[config.mk]
export PLATFORM = sky130hd
export DESIGN_NAME = dmem_sized_flat
export DESIGN_NICKNAME = d
export VERILOG_FILES = /design/src/rtl/dmem_sized_if.sv /design/src/rtl/dmem_sized.sv /design/src/flat_wrapper.sv
export SDC_FILE = /design/constraint.sdc
export NUM_CORES = 2
export LEC_CHECK = 0
export BUFFER_PORTS_ARGS = -buffer_cell sky130_fd_sc_hd__buf_4
export CAP_MARGIN = 25
export CORE_MARGIN = 5
export CORE_UTILIZATION = 60
export CTS_BUF_LIST = sky130_fd_sc_hd__clkbuf_8
export CTS_CLUSTER_SIZE = 24
export DETAILED_ROUTE_END_ITERATION = 10
export PLACE_DENSITY = 0.79
export SLEW_MARGIN = 20
export SYNTH_ARGS = -nofsm -noshare
export SYNTH_HDL_FRONTEND = slang
export SYNTH_SLANG_ARGS = --single-unit
export TNS_END_PERCENT = 30
[constraint.sdc]
create_clock -name clk -period 4.6 [get_ports clk]
set_input_delay 0.23 -clock clk [delete_from_list [all_inputs] [get_ports clk]]
set_output_delay 0.23 -clock clk [all_outputs]
set_load 0.02 [all_outputs]
[src/rtl/dmem_sized_if.sv]
// Purpose : request/response bundle between the MEM stage and the sized data memory.
// Latency : n/a (wiring only); responses follow an accepted request by one cycle.
// Backpr. : busy=1 means requests are dropped; the requester holds off until busy=0.
// Ports   : master drives req/we/size/uns/addr/wdata; slave drives rdata/rvalid/err/busy.
interface dmem_sized_if #(
    parameter int ADDR_W = 32
);
    logic              req;
    logic              we;
    logic [1:0]        size;
    logic              uns;
    logic [ADDR_W-1:0] addr;
    logic [31:0]       wdata;
    logic [31:0]       rdata;
    logic              rvalid;
    logic              err;
    logic              busy;

    modport master (
        output req, we, size, uns, addr, wdata,
        input  rdata, rvalid, err, busy
    );

    modport slave (
        input  req, we, size, uns, addr, wdata,
        output rdata, rvalid, err, busy
    );
endinterface

[src/rtl/dmem_sized.sv]
// Purpose : byte-addressed data memory with byte/half/word access, lane-masked stores,
//           sign/zero-extended loads, misalign/range checking and an optional zero-fill sweep.
// Latency : one cycle from accepted request to rvalid/err/rdata; stores land at the accepting edge.
// Backpr. : busy is high during the clear sweep; requests seen while busy are dropped silently.
// Ports   : clk, rst (sync, active-high), bus (slave side of dmem_sized_if).
module dmem_sized #(
    parameter int DEPTH      = 64,
    parameter int ADDR_W     = 32,
    parameter bit CLR_ON_RST = 1'b1
) (
    input  logic         clk,
    input  logic         rst,
    dmem_sized_if.slave  bus
);
    localparam int IDX_W = $clog2(DEPTH);

    localparam logic [1:0] SZ_B = 2'b00;
    localparam logic [1:0] SZ_H = 2'b01;
    localparam logic [1:0] SZ_W = 2'b10;

    typedef enum logic {
        ST_CLEAR = 1'b0,
        ST_IDLE  = 1'b1
    } state_t;

    state_t             state;
    state_t             state_nxt;
    logic [IDX_W-1:0]   cnt;
    logic               busy;

    logic [31:0]        mem [DEPTH];

    logic [IDX_W-1:0]   idx;
    logic [1:0]         lane;
    logic               oor;
    logic               misal;
    logic               bad;
    logic               accept;
    logic               do_st;
    logic               do_ld;

    logic [3:0]         be;
    logic [31:0]        wword;
    logic [31:0]        rword;
    logic [7:0]         bsel;
    logic [15:0]        hsel;
    logic [31:0]        ld_val;

    logic [31:0]        rdata_q;
    logic               rvalid_q;
    logic               err_q;

    // ---------------- FSM: state register ----------------
    always_ff @(posedge clk) begin
        if (rst) begin
            state <= CLR_ON_RST ? ST_CLEAR : ST_IDLE;
        end else begin
            state <= state_nxt;
        end
    end

    // ---------------- FSM: next state ----------------
    always_comb begin
        state_nxt = state;
        case (state)
            ST_CLEAR: if (cnt == IDX_W'(DEPTH - 1)) state_nxt = ST_IDLE;
            ST_IDLE:  state_nxt = ST_IDLE;
            default:  state_nxt = ST_IDLE;
        endcase
    end

    // ---------------- FSM: outputs ----------------
    always_comb begin
        busy = (state == ST_CLEAR);
    end

    // Sweep pointer; it restarts at word 0 on every reset, including mid-sweep.
    always_ff @(posedge clk) begin
        if (rst) begin
            cnt <= '0;
        end else if (state == ST_CLEAR) begin
            cnt <= cnt + 1'b1;
        end
    end

    // ---------------- address decode ----------------
    assign idx  = bus.addr[IDX_W+1:2];
    assign lane = bus.addr[1:0];

    // Any address bit above the word index means the access falls outside the array;
    // without this check high addresses would alias onto low words.
    generate
        if (ADDR_W > IDX_W + 2) begin : g_oor
            assign oor = |bus.addr[ADDR_W-1:IDX_W+2];
        end else begin : g_no_oor
            assign oor = 1'b0;
        end
    endgenerate

    always_comb begin
        misal = 1'b0;
        case (bus.size)
            SZ_B:    misal = 1'b0;
            SZ_H:    misal = lane[0];
            SZ_W:    misal = (lane != 2'b00);
            default: misal = 1'b1;
        endcase
    end

    assign bad    = misal | oor;
    assign accept = bus.req & ~busy;
    assign do_st  = accept & bus.we & ~bad;
    assign do_ld  = accept & ~bus.we & ~bad;

    // ---------------- store lane mask / data ----------------
    // Store data is right-justified, so it is replicated across lanes and the
    // byte enables pick which copy lands.
    always_comb begin
        be    = 4'b0000;
        wword = 32'h0;
        case (bus.size)
            SZ_B: begin
                be    = 4'b0001 << lane;
                wword = {4{bus.wdata[7:0]}};
            end
            SZ_H: begin
                be    = lane[1] ? 4'b1100 : 4'b0011;
                wword = {2{bus.wdata[15:0]}};
            end
            SZ_W: begin
                be    = 4'b1111;
                wword = bus.wdata;
            end
            default: begin
                be    = 4'b0000;
                wword = 32'h0;
            end
        endcase
    end

    // Array has no reset: with CLR_ON_RST=0 contents survive reset, otherwise the sweep zeroes them.
    always_ff @(posedge clk) begin
        if (!rst) begin
            if (state == ST_CLEAR) begin
                mem[cnt] <= 32'h0;
            end else if (do_st) begin
                for (int b = 0; b < 4; b++) begin
                    if (be[b]) mem[idx][8*b +: 8] <= wword[8*b +: 8];
                end
            end
        end
    end

    // ---------------- load extraction ----------------
    assign rword = mem[idx];
    assign bsel  = rword[{lane, 3'b000} +: 8];
    assign hsel  = lane[1] ? rword[31:16] : rword[15:0];

    always_comb begin
        ld_val = 32'h0;
        case (bus.size)
            SZ_B:    ld_val = bus.uns ? {24'h0, bsel} : {{24{bsel[7]}}, bsel};
            SZ_H:    ld_val = bus.uns ? {16'h0, hsel} : {{16{hsel[15]}}, hsel};
            SZ_W:    ld_val = rword;
            default: ld_val = 32'h0;
        endcase
    end

    // ---------------- response register ----------------
    // Stores and rejected accesses both return zero data.
    always_ff @(posedge clk) begin
        if (rst) begin
            rdata_q  <= 32'h0;
            rvalid_q <= 1'b0;
            err_q    <= 1'b0;
        end else begin
            rvalid_q <= accept;
            err_q    <= accept & bad;
            rdata_q  <= do_ld ? ld_val : 32'h0;
        end
    end

    assign bus.rdata  = rdata_q;
    assign bus.rvalid = rvalid_q;
    assign bus.err    = err_q;
    assign bus.busy   = busy;
endmodule

[src/flat_wrapper.sv]
// flat-port wrapper written by rule: the top's interface ports become plain ports
module dmem_sized_flat 
#(
    parameter int DEPTH      = 64,
    parameter int ADDR_W     = 32,
    parameter bit CLR_ON_RST = 1'b1
)
  (clk, rst, bus_req, bus_we, bus_size, bus_uns, bus_addr, bus_wdata, bus_rdata, bus_rvalid, bus_err, bus_busy);
  dmem_sized_if #(.ADDR_W(ADDR_W)) bus_i ();
  input  logic clk;
  input  logic rst;
  input wire logic [$bits(bus_i.req)-1:0] bus_req;
  input wire logic [$bits(bus_i.we)-1:0] bus_we;
  input wire logic [$bits(bus_i.size)-1:0] bus_size;
  input wire logic [$bits(bus_i.uns)-1:0] bus_uns;
  input wire logic [$bits(bus_i.addr)-1:0] bus_addr;
  input wire logic [$bits(bus_i.wdata)-1:0] bus_wdata;
  output wire logic [$bits(bus_i.rdata)-1:0] bus_rdata;
  output wire logic [$bits(bus_i.rvalid)-1:0] bus_rvalid;
  output wire logic [$bits(bus_i.err)-1:0] bus_err;
  output wire logic [$bits(bus_i.busy)-1:0] bus_busy;
  assign bus_i.req = bus_req;
  assign bus_i.we = bus_we;
  assign bus_i.size = bus_size;
  assign bus_i.uns = bus_uns;
  assign bus_i.addr = bus_addr;
  assign bus_i.wdata = bus_wdata;
  assign bus_rdata = bus_i.rdata;
  assign bus_rvalid = bus_i.rvalid;
  assign bus_err = bus_i.err;
  assign bus_busy = bus_i.busy;
  dmem_sized #(.DEPTH(DEPTH), .ADDR_W(ADDR_W), .CLR_ON_RST(CLR_ON_RST)) u_core (.clk(clk), .rst(rst), .bus(bus_i));
endmodule
Word-level counts from Yosys, hierarchy flattened

Memories as Yosys holds them, arrays and structs flattened.
Index checks and enable logic that the tools add are counted.

Bits in registers: 41
Memory bits (writable): 2048
Logic and storage cells: 64
Memories: 1

Add/sub/neg operators: 1
Equality and inequality tests: 3
Shifts and indexed selects: 2
Muxes and demuxes: 36
Bitwise operators: 11
Reduce and logical (&&, ||, !) cells: 5

Memories:

| memory     | depth | width | rd ports | clocked after memory_dff | wr ports | line             | source |
|---|---|---|---|---|---|---|---|
| u_core.mem | 64    | 32    | 1        | 0                        | 1        | dmem_sized.sv:31 | `logic [31:0] mem [DEPTH];` |

Operator list:

| operator              | count |
|---|---|
| $pmux W32 S3          | 2 |
| $mux W32              | 3 |
| $reduce_or A32 Y1     | 1 |
| $shiftx A32 B6 Y8     | 1 |
| $mux W1               | 24 |
| $reduce_or A24 Y1     | 1 |
| $mux W16              | 1 |
| $pmux W4 S3           | 1 |
| $mux W4               | 2 |
| $add A6 B1 Y6 const B | 1 |
| $and A1 B1 Y1         | 6 |
| $eq A6 B6 Y1 const B  | 1 |
| $mux W6               | 1 |
| $not A1 Y1            | 4 |
| $shl A1 B2 Y4 const A | 1 |
| $pmux W1 S3           | 1 |
| $eq A2 B1 Y1 const B  | 1 |
| $eq A2 B2 Y1 const B  | 1 |
| $logic_not A2 Y1      | 1 |
| $pmux W1 S2           | 1 |
| $reduce_bool A2 Y1    | 1 |
| $reduce_or A2 Y1      | 1 |
| $or A1 B1 Y1          | 1 |

Longest topological paths before layout

Depth in word-level cells: 11
Mapped depth: 14

Worst setup path after synthesis

No wires, ideal clock.

Path kind: in2reg
Start point: in bus_addr[9]
End point: mem u_core.mem[0][11] (data pin)
Setup time: 499 ps
Data arrival time: 3150 ps
Path slack: 951 ps
Cell stages on the path: 7
Path buffers: 2
Cell sequence: nor4_1 -> nand4_1 -> nor4_1 -> nand3_1 -> clkbuf_1 -> buf_1 -> nor2_1

Cells in the longest elaborated chain, start to end: 10

Ends and longest elaborated chain:

| item                                 | line               | source |
|---|---|---|
| start, declared                      | flat_wrapper.sv:16 | `input wire logic [$bits(bus_i.addr)-1:0] bus_addr;` |
| $reduce_or A24 Y1 *                  | dmem_sized.sv:94   | `assign oor = \|bus.addr[ADDR_W-1:IDX_W+2];` |
| $or A1 B1 Y1 *                       | dmem_sized.sv:110  | `assign bad = misal \| oor;` |
| $not A1 Y1 *                         | dmem_sized.sv:112  | `assign do_st = accept & bus.we & ~bad;` |
| $and A1 B1 Y1 *                      | dmem_sized.sv:112  |  |
| $mux W1                              | dmem_sized.sv:146  | `end else if (do_st) begin` |
| $mux W1                              | dmem_sized.sv:144  | `if (state == ST_CLEAR) begin` |
| $mux W1                              | dmem_sized.sv:143  | `if (!rst) begin` |
| $mux W1 (implied by the code)        | dmem_sized.sv:148  | `if (be[b]) mem[idx][8*b +: 8] <= wword[8*b +: 8];` |
| $reduce_or A32 Y1 (no source line) * | -                  |  |
| $mux W32 (no source line) *          | -                  |  |
| end, declared                        | dmem_sized.sv:31   |  |

Every way passes the cells marked *; elsewhere a longest branch is shown, timed or not.

Final worst setup path

Start point: in bus_size[0]
End point: mem u_core.mem[53][30], enable pin

Cells in the longest elaborated chain, start to end: 11

Ends and longest elaborated chain:

| item                                                       | line                                 | source |
|---|---|---|
| start, declared                                            | flat_wrapper.sv:14                   | `input wire logic [$bits(bus_i.size)-1:0] bus_size;` |
| $eq A2 B2 Y1, or another cell as far along                 | dmem_sized.sv:102, dmem_sized.sv:121 |  |
| $pmux W1 S3                                                | dmem_sized.sv:102                    | `case (bus.size)` |
| $or A1 B1 Y1                                               | dmem_sized.sv:110                    |  |
| $not A1 Y1                                                 | dmem_sized.sv:112                    |  |
| $and A1 B1 Y1                                              | dmem_sized.sv:112                    |  |
| $mux W1                                                    | dmem_sized.sv:146                    |  |
| $mux W1                                                    | dmem_sized.sv:144                    |  |
| $mux W1                                                    | dmem_sized.sv:143                    |  |
| $mux W1 (implied by the code)                              | dmem_sized.sv:148                    |  |
| $reduce_or A32 Y1 (no source line)                         | -                                    |  |
| $mux W6 (no source line) / $mux W4 (equally long branches) | -                                    |  |

Several ways; a longest one is shown, not always the timed one.

==> impl_metrics.py <==
metrics = {
    "finish": {
        "drive_above_1_share_pct": 32.7,
        "fill_cells": 7837,
        "area_growth_pct": 14.3,
        "stdcell_count": 6446,
        "nets": 4497,
    },
    "power": {
        "p_leak_nw": 30.1,
        "p_comb_share_pct": 4.4,
        "p_int_mw": 28.3,
        "power_frac_clock_pct": 38.5,
        "ir_drop_mv": 0.223,
        "power_density_nw_per_um2": 385,
        "p_sw_mw": 7.91,
        "p_seq_share_pct": 57.1,
        "netSwitchingFraction_pct": 21.9,
    },
    "route": {
        "antenna_left": 0,
        "vias": 43716,
        "first_iter_violations": 6687,
        "vias_per_cell": 6.78,
        "totalWireLength_um": 208000,
        "dr.pass1.iters": 8,
        "wire_per_inst_um": 32.3,
        "route.detailed.drc": 0,
    },
    "sta": {
        "rsz0062_at_grt": "no",
        "fmax_mhz": 253,
        "holdWs_ps": 62.9,
        "setup_violations": 0,
        "fin_ws_ps": 652,
        "fin_skew_ps": 75.6,
        "maxSlewViolCount": 0,
        "fin_crit_ps": 3950,
        "hold_violations": 0,
        "fin_crit_sh_pct": 85.8,
        "worst-slew-pin-transition_ps": 1080,
        "maxSlewHeadroom_pct": 28.1,
    },
    "worst_setup_path": {
        "crit_path_end_kind": "register",
        "r2r_slack_ps": 680,
        "cp.arrival_ps": 4690,
        "criticalPathCategory": "in2reg",
        "worstPathRequired_ps": 5350,
        "cp_max_fo": 24,
        "critPathLaunchType": "primary input",
    },
    "place": {
        "dp_slack_ps": 268,
        "placedCellCount": 5822,
        "portBuffers": 105,
        "gp_congestion": 0.936,
        "dpl.hpwl_um": 131000,
    },
    "synth": {
        "ys_seq_area_share_pct": 75.8,
        "async_flop_share_pct": 0,
        "syn_nets": 3942,
        "synth.most_common_cell": "edfxtp_1",
        "synthCells": 3870,
        "ys_top_cells_by_count": "edfxtp_1, mux4_2, mux2i_1",
        "ys_ff_latch": 2089,
        "synth_top_area_cell": "edfxtp_1",
        "synth_top_area_share_pct": 74.8,
        "synthesis.area_sq_um": 82200,
        "synthFlopType": "edfxtp_1",
        "synth_edf_count": 2048,
        "yosys_warnings": 0,
        "synth_area_per_cell_sq_um": 21.2,
        "synthDistinctLibCells": 61,
        "yosys-top-cells-area": "edfxtp_1, mux4_2, mux2i_1",
    },
    "cts": {
        "htree_num_levels": 5,
        "numCtsBuffers": 337,
        "cts_tree": "built",
        "clock_path_buffers": 4,
        "path_clk_slew_ps": 60,
        "clkLatencyLatePin_ps": 1060,
        "clock-sinks": 2089,
        "cts_root_buf": "clkbuf_8",
        "cts_resized": 0,
    },
    "floorplanning": {
        "die_area_sq_um": 144000,
        "core_sq_um": 136000,
        "initial_core_util_pct": 60.5,
        "dieWidth_um": 380,
        "ioPinCount": 106,
        "fp.dieH_um": 380,
        "rows": 135,
    },
    "grt": {
        "overflow": 0,
        "grt_antenna_before_repair": 18,
        "grt_pass1_vias": 44236,
        "track_usage_pct": 28.8,
        "grt_max_degree": 65,
        "grt_pass1_wl_um": 302000,
    },
    "run_status": {
        "outcome": "finished, final reports clean",
    },
    "min_path": {
        "hold_path_class": "in2reg",
    },
    "job": {
        "maxCapViolCount": 0,
    },
}
==> cells in the final DEF (no fill, tap or decap), types with 6 or more instances in the layout <==
cell and n:
mux4_2 530, nor4_1 12, nand3_1 29, nor3_1 104
buf_12 53, buf_2 18, mux2i_1 190, o211ai_1 14
a31oi_4 15, nor4b_1 6, clkbuf_8 345, and2_2 9
buf_4 365, nand2b_1 8, mux4_1 6, clkinv_2 28
inv_1 121, nor2_4 27, a22o_1 7, nand2_1 52
nor2b_1 16, clkinv_1 81, o21ai_0 12, mux2_2 9
dfxtp_1 41, edfxtp_1 2048, nor3_2 84, and3_1 9
o22ai_1 15, o221ai_1 8, dlygate4sd3_1 34, nor2_1 120
diode_2 10, clkbuf_2 8, a21oi_1 59, a22oi_1 98
==> registers in the layout (all words and copies together), names as in the netlist <==
signal             count
u_core.mem          2048
u_core.bus.rdata      32
u_core.cnt             6
u_core.bus.err         1
u_core.bus.rvalid      1
u_core.state           1
==> layer usage <==
metal	up-vias	global-route usage [%]	share of wire, %
li1	17392	-	-
met1	22274	40.1	35
met2	3532	42.9	46
met3	508	10.3	14
met4	10	10.8	3.8
met5	-	0	0.10
==> timing repair <==
item,CTS,global route
hold buffers,34,0
setup buffers,0,0
setup endpoints to repair,0,0
endpoints found under the hold margin,719,0
==> metrics by stage <==
step           power [mW]  cell area [sq um]  TNS [ps]  utilization, %
2_1_floorplan        22.0              82200         0               -
3_3_place_gp         22.6              87200     -7560            64.2
3_5_place_dp         22.6              87700         0            64.6
4_1_cts              36.3              93700         0            69.0
5_1_grt              37.3              93900         0            69.1
6_report             36.2              93900         0            69.2
==> layout make-up <==
| class | instances | area, sq um | area share [%] |
|---|---|---|---|
| Clock buffer | 345 | 4750 | 5.06 |
| Multi-Input combinational cell | 1500 | 19200 | 20.5 |
| Antenna cell | 10 | 25.0 | 0.0266 |
| Tap cell | 1781 | 2230 | 2.37 |
| Sequential cell | 2089 | 62300 | 66.4 |
| Clock inverter | 224 | 957 | 1.02 |
| Inverter | 15 | 56.3 | 0.0600 |
| Timing Repair Buffer | 482 | 4340 | 4.63 |
==> worst paths after layout <==
path | start | end | cells after the start
hold reg to reg | u_core.cnt[5] | u_core.cnt[5] | 2
hold / removal | bus_wdata[30] | u_core.mem[24][30] | 6
setup reg to reg | u_core.state | u_core.mem[53][30] | 11
setup / recovery | bus_size[0] | u_core.mem[53][30] | 13
==> critical path, stage by stage <==
cell and delay (ps):
dlygate4sd3_1 540, buf_4 250, nand2b_1 410, o211ai_1 320, nor4_1 90, buf_2 190
and3_2 350, buf_12 220, a21oi_4 850, buf_4 350, nand2b_1 500, nor2_1 130
buf_4 210
==> cells by family (layout without fill, tap and decap cells) <==
family / count (synthesis) / after routing / share of synthesized area [%]
AND/OR/NAND/NOR: 502 / 502 / 2.92
other: 0 / 10 / 0
XOR/XNOR: 4 / 4 / 0.0426
AO/OA/AOI/OAI: 257 / 257 / 2.13
flip-flops: 2089 / 2089 / 75.8
multiplexers: 736 / 736 / 17.2
adder cells (fa/ha/maj): 1 / 1 / 0.0152
buffers and inverters: 281 / 1066 / 1.90
==> power by group through the flow <==
stage | Combinational, mW | Clock, mW | Sequential [mW]
after floorplan | 0.916 | 0 | 21.0
after global routing | 1.64 | 15.0 | 20.6
after global placement | 1.50 | 0 | 21.1
final | 1.60 | 13.9 | 20.7
after CTS | 1.55 | 14.1 | 20.7
after detailed placement | 1.53 | 0 | 21.1
Power figures use the tool's default switching activity.
